===== config.mk =====
export PLATFORM = sky130hd
export DESIGN_NAME = run_controller_flat
export DESIGN_NICKNAME = d
export VERILOG_FILES = /design/src/rtl/run_controller_if.sv /design/src/rtl/run_controller.sv /design/src/flat_wrapper.sv
export SDC_FILE = /design/constraint.sdc
export NUM_CORES = 1
export LEC_CHECK = 0
export CORE_UTILIZATION = 37
export CTS_BUF_LIST = sky130_fd_sc_hd__clkbuf_2
export CTS_CLUSTER_SIZE = 10
export DETAILED_ROUTE_END_ITERATION = 8
export SETUP_SLACK_MARGIN = 0.5
export SYNTH_ARGS = -nofsm -noshare
export SYNTH_HDL_FRONTEND = slang
export SYNTH_SLANG_ARGS = --single-unit

===== constraint.sdc =====
create_clock -name clk -period 2.4 [get_ports clk]
set_input_delay 0.36 -clock clk [delete_from_list [all_inputs] [get_ports clk]]
set_output_delay 0.36 -clock clk [all_outputs]
set_load 0.01 [all_outputs]

===== src/rtl/run_controller_if.sv =====
// Control/status bundle between the run controller and the datapath it sequences.
// No storage: latency zero; no backpressure (level and pulse signals only).
interface run_controller_if #(
    parameter int CNT_W = 16
);
    logic             start;
    logic             abort;
    logic             isequal;
    logic             en_gen_data;
    logic             en_enc;
    logic             en_bus;
    logic             en_dec;
    logic             en_trans_count;
    logic             en_k_comp;
    logic             done;
    logic             busy;
    logic             pass;
    logic [CNT_W-1:0] err_count;
    logic [CNT_W-1:0] chk_count;

    modport master (
        output start, abort, isequal,
        input  en_gen_data, en_enc, en_bus, en_dec, en_trans_count, en_k_comp,
        input  done, busy, pass, err_count, chk_count
    );

    modport slave (
        input  start, abort, isequal,
        output en_gen_data, en_enc, en_bus, en_dec, en_trans_count, en_k_comp,
        output done, busy, pass, err_count, chk_count
    );
endinterface


===== src/rtl/run_controller.sv =====
// Sequences one test run: NUM_WORDS generate cycles, a 4-stage enable chain drain, compare counting.
// All outputs registered (pass derived from registered state); no backpressure, abort ends generation early.
module run_controller #(
    parameter int NUM_WORDS = 2000,
    parameter int CNT_W     = 16
) (
    input  logic            clk,
    input  logic            rst,
    run_controller_if.slave rc
);
    typedef enum logic [1:0] {IDLE, RUN, DRAIN, DONE} state_t;

    localparam logic [CNT_W-1:0] LAST = CNT_W'(NUM_WORDS);
    localparam logic [CNT_W-1:0] ONE  = CNT_W'(1);

    state_t           state;
    state_t           state_nxt;
    logic             start_ok;
    logic [CNT_W-1:0] word_cnt;

    always_ff @(posedge clk or posedge rst) begin
        if (rst) state <= IDLE;
        else     state <= state_nxt;
    end

    always_comb begin
        state_nxt = state;
        start_ok  = 1'b0;
        case (state)
            IDLE, DONE: begin
                if (rc.start) begin
                    state_nxt = RUN;
                    start_ok  = 1'b1;
                end
            end
            RUN: begin
                if (rc.abort || (word_cnt + ONE == LAST)) state_nxt = DRAIN;
            end
            DRAIN: begin
                // The chain is contiguous, so the last compare cycle is the one where dec has already emptied.
                if (rc.en_k_comp && !rc.en_dec) state_nxt = DONE;
            end
            default: state_nxt = IDLE;
        endcase
    end

    always_ff @(posedge clk or posedge rst) begin
        if (rst) begin
            rc.en_gen_data    <= 1'b0;
            rc.en_enc         <= 1'b0;
            rc.en_bus         <= 1'b0;
            rc.en_dec         <= 1'b0;
            rc.en_trans_count <= 1'b0;
            rc.en_k_comp      <= 1'b0;
            rc.busy           <= 1'b0;
            rc.done           <= 1'b0;
        end else begin
            rc.en_gen_data    <= (state_nxt == RUN);
            rc.en_enc         <= rc.en_gen_data;
            rc.en_bus         <= rc.en_enc;
            rc.en_dec         <= rc.en_bus;
            rc.en_trans_count <= rc.en_bus;
            rc.en_k_comp      <= rc.en_dec;
            rc.busy           <= (state_nxt == RUN) || (state_nxt == DRAIN);
            rc.done           <= (state_nxt == DONE);
        end
    end

    always_ff @(posedge clk or posedge rst) begin
        if (rst) begin
            word_cnt     <= '0;
            rc.chk_count <= '0;
            rc.err_count <= '0;
        end else if (start_ok) begin
            word_cnt     <= '0;
            rc.chk_count <= '0;
            rc.err_count <= '0;
        end else begin
            if (state == RUN) word_cnt <= word_cnt + ONE;
            if (rc.en_k_comp) begin
                if (rc.chk_count != '1)                rc.chk_count <= rc.chk_count + ONE;
                if (!rc.isequal && rc.err_count != '1) rc.err_count <= rc.err_count + ONE;
            end
        end
    end

    assign rc.pass = rc.done && (rc.err_count == '0);
endmodule

===== src/flat_wrapper.sv =====
// flat-port wrapper written by rule: the top's interface ports become plain ports
module run_controller_flat 
#(
    parameter int NUM_WORDS = 2000,
    parameter int CNT_W     = 16
)
  (clk, rst, rc_start, rc_abort, rc_isequal, rc_en_gen_data, rc_en_enc, rc_en_bus, rc_en_dec, rc_en_trans_count, rc_en_k_comp, rc_done, rc_busy, rc_pass, rc_err_count, rc_chk_count);
  run_controller_if #(.CNT_W(CNT_W)) rc_i ();
  input  logic clk;
  input  logic rst;
  input wire logic [$bits(rc_i.start)-1:0] rc_start;
  input wire logic [$bits(rc_i.abort)-1:0] rc_abort;
  input wire logic [$bits(rc_i.isequal)-1:0] rc_isequal;
  output wire logic [$bits(rc_i.en_gen_data)-1:0] rc_en_gen_data;
  output wire logic [$bits(rc_i.en_enc)-1:0] rc_en_enc;
  output wire logic [$bits(rc_i.en_bus)-1:0] rc_en_bus;
  output wire logic [$bits(rc_i.en_dec)-1:0] rc_en_dec;
  output wire logic [$bits(rc_i.en_trans_count)-1:0] rc_en_trans_count;
  output wire logic [$bits(rc_i.en_k_comp)-1:0] rc_en_k_comp;
  output wire logic [$bits(rc_i.done)-1:0] rc_done;
  output wire logic [$bits(rc_i.busy)-1:0] rc_busy;
  output wire logic [$bits(rc_i.pass)-1:0] rc_pass;
  output wire logic [$bits(rc_i.err_count)-1:0] rc_err_count;
  output wire logic [$bits(rc_i.chk_count)-1:0] rc_chk_count;
  assign rc_i.start = rc_start;
  assign rc_i.abort = rc_abort;
  assign rc_i.isequal = rc_isequal;
  assign rc_en_gen_data = rc_i.en_gen_data;
  assign rc_en_enc = rc_i.en_enc;
  assign rc_en_bus = rc_i.en_bus;
  assign rc_en_dec = rc_i.en_dec;
  assign rc_en_trans_count = rc_i.en_trans_count;
  assign rc_en_k_comp = rc_i.en_k_comp;
  assign rc_done = rc_i.done;
  assign rc_busy = rc_i.busy;
  assign rc_pass = rc_i.pass;
  assign rc_err_count = rc_i.err_count;
  assign rc_chk_count = rc_i.chk_count;
  run_controller #(.NUM_WORDS(NUM_WORDS), .CNT_W(CNT_W)) u_core (.clk(clk), .rst(rst), .rc(rc_i));
endmodule

==> impl_metrics.toml <==
[timing]
clock_skew_ns = 0.0225
maxSlewHeadroom_pct = 67.5
setup_viol = 0
grt_setup_unrepaired = "true"
fin_crit_sh_pct = 86.0
hold_viol_final = 0
min_period_ns = 2.06
setup_tns_ns = 0
fmax_ghz = 0.484
report.final.slew_viol_count = 0
tightest_slew_ns = 0.486

[pwr]
leakage_nw = 2.14
vdd_drop_max_mv = 0.392
power_frac_comb_pct = 40.2
pwr-share-seq_pct = 40.1
swShare_pct = 35.9
p_int_w = 0.00195
p_sw_w = 0.00109
pwr-share-clk_pct = 19.7
power_density_nw_per_um2 = 699

[synthesis]
netlist_area_um2 = 3060
synth_edf_count = 0
ys_ff_latch = 57
synth_warnings = 0
synth_nets = 325
ys_types = 47
ys.flop_type = "dfrtp_1"
synth-async-reset-ratio_pct = 100
postSynthAreaPerCell_um2 = 9.81
syn_inst = 312
yosysSeqAreaShare_pct = 46.6

[cells_and_area]
syn_to_final_growth_pct = 42.4
diodes = 0
finalNetCount = 429
drive_above_1_share_pct = 31.8
fill_cells = 689
final_area_um2 = 4360

[placed_design]
placed_area_um2 = 3620
dp_hpwl_um = 4520
place.gp.congestion = 0.849
port_buffers = 45

[cts]
clock_latency_ns = 0.46
cts.sinks = 57
clkTransAtPathRegs_ns = 0.17
clk_path_buf_depth = 2
postCtsHoldBufs = 0
cts_buffers = 9
htree_levels = 3
clock_tree.root_cell = "clkbuf_2"
cts_tree = "yes"

[min_path]
holdCritPathClass = "input pin to asynchronous set/reset pin"

[worst_setup_path]
start_kind = "register"
crit_type = "register to register"
crit_path_end_kind = "register"
path_max_fanout = 3
critPathArrivalTime_ns = 2.44
worst_ep_required_time_ns = 2.77

[global_route]
overflow = 0
grt.total_usage_pct = 17.2
grt_pass1_vias = 2511
antenna_found_initial = 0
grt_max_degree = 38
grt_pass1_wl_um = 11500

[die]
io_pins = 46
placeableCoreArea_um2 = 7850
dieArea_um2 = 8640
dieHeight_um = 93.0
num_rows = 32
die_w_um = 93.0
start_util_pct = 39.0

[drt]
drt_iter0_drc = 65
vias = 2624
via_per_inst = 5.02
wl_per_cell_um = 13.8
ant_nets = 0
top_layer = "met4"
drcViolationCount = 0
wl_met1_um = 3320
wl_met3_um = 230
dr.pass1.iters = 5
totalWireLength_um = 7220
met2WireLength_um = 3610

[flow_run]
cap_viol_max_count = 0

[outcome]
status = "finished, final reports clean"
## registers in the layout, indices dropped and copies added (netlist names)
name and flops:
u_core.rc.busy 1, u_core.rc.chk_count 16, u_core.rc.done 1, u_core.rc.en_bus 1, u_core.rc.en_dec 1, u_core.rc.en_enc 1, u_core.rc.en_gen_data 1, u_core.rc.en_k_comp 1
u_core.rc.err_count 16, u_core.state 2, u_core.word_cnt 16
## stage by stage
stage / hold slack, ns / worst slack [ns] / util [%] / cells / power, W
CTS: 0.175 / 0.299 / 51.3 / 498 / 0.00297
floorplan: 0.416 / 0.436 / - / 312 / 0.00188
global placement: 0.360 / 0.268 / 46.1 / 451 / 0.00223
detailed placement: 0.360 / 0.158 / 46.1 / 451 / 0.00225
finish: 0.204 / 0.336 / 55.6 / 523 / 0.00305
global route: 0.200 / 0.174 / 55.6 / 523 / 0.00328
## Yosys cell counts (3+ instances only)
| master | count | area [µm²] |
|---|---|---|
| a21oi_1 | 12 | 60.1 |
| a31oi_1 | 4 | 25.0 |
| and2_1 | 5 | 31.3 |
| and3_1 | 12 | 75.1 |
| and4_1 | 3 | 26.3 |
| buf_4 | 4 | 30.0 |
| clkbuf_1 | 5 | 18.8 |
| dfrtp_1 | 57 | 1430 |
| ha_1 | 8 | 100 |
| inv_1 | 10 | 37.5 |
| nand2_1 | 20 | 75.1 |
| nand3_1 | 15 | 75.1 |
| nand3_2 | 3 | 30.0 |
| nand3b_1 | 3 | 22.5 |
| nand4_1 | 14 | 87.6 |
| nor2_1 | 47 | 176 |
| nor4_1 | 3 | 18.8 |
| o21ai_0 | 5 | 25.0 |
| o21ai_1 | 4 | 20.0 |
| or3_1 | 6 | 37.5 |
| xnor2_1 | 13 | 114 |
| xor2_1 | 26 | 228 |
## cell families (layout without fill, tap and decap cells)
group	count (synthesis)	after routing	synth area share, %
AOI/OAI and AO/OA	35	35	7.52
DFF	57	57	46.6
and+or+nand+nor	147	147	26.5
adders and majority gates	8	8	3.27
xor gates and xnor gates	40	40	11.7
buffers and inverters	23	132	3.80
muxes	2	2	0.654
## worst paths after layout
check	slack [ns]	end	from	cells after the start
max in group asynchronous	1.59	u_core.rc.err_count[2]	rst	3
hold reg to reg	0.40	u_core.rc.en_dec	u_core.rc.en_bus	0
hold / removal	0.20	u_core.rc.en_k_comp	rst	2
setup reg to reg	0.34	u_core.rc.busy	u_core.word_cnt[5]	8
min in group clk	0.40	u_core.rc.en_dec	u_core.rc.en_bus	0
setup / recovery	0.34	u_core.rc.busy	u_core.word_cnt[5]	8
## cells in the final DEF (no fill, tap or decap), drive strengths merged, types with 2 or more instances in the layout
cell type	synthesis	layout
clkinv	0	3
clkdlybuf4s50	0	29
xor2	26	26
nand3	18	18
mux2i	2	2
a21oi	12	12
inv	11	11
nor3	2	2
and3	13	13
buf	7	61
nor4b	2	2
nand4	17	17
nand3b	3	3
dfrtp	57	57
and2	5	5
nand2	22	22
clkbuf	5	12
o21ai	9	9
dlymetal6s2s	0	14
ha	8	8
a31oi	4	4
or3	6	6
a311oi	2	2
nor2	47	47
o31a	2	2
xnor2	14	14
and4	3	3
nor4	5	5
## worst max-delay path, stage by stage (launching register included)
cell and delay (ns):
dfrtp_1 0.45, nand4_4 0.14, nor4_4 0.33, xnor2_2 0.16
nand3_2 0.11, nor4_4 0.35, o31ai_2 0.13, ha_1 0.28
inv_1 0.04
## layout make-up
cell class	count	area [µm²]	share of cell area (%)
clock buffers	12	60.1	1.38
flip-flops and latches	57	1450	33.3
multi-input cells	232	1680	38.4
repair buffers	105	961	22.0
clock inverters	4	43.8	1.00
well taps	102	128	2.93
inverters	11	41.3	0.947
## repair_timing
item | 4_1_cts | 5_1_grt
endpoints found under the setup margin | 22 | 51
gates resized for setup | 32 | 43
pin swaps | 10 | 6
gates cloned | 1 | 0
setup buffers | 30 | 25
## power groups by stage
| stage | Clock, W | Combinational (W) | Sequential (W) |
|---|---|---|---|
| after detailed placement | 0 | 0.000980 | 0.00127 |
| after global placement | 0 | 0.000965 | 0.00126 |
| after floorplan | 0 | 0.000599 | 0.00128 |
| after global routing | 0.000670 | 0.00137 | 0.00124 |
| after CTS | 0.000621 | 0.00112 | 0.00122 |
| final | 0.000599 | 0.00123 | 0.00122 |
## routing by layer
| layer | vias up | track usage (%) |
|---|---|---|
| li1 | 1301 | - |
| met1 | 1272 | 22.0 |
| met2 | 44 | 27.6 |
| met3 | 7 | 4.60 |
| met4 | 0 | 6.92 |
| met5 | - | 0 |
(Power assumes the default switching activity.)
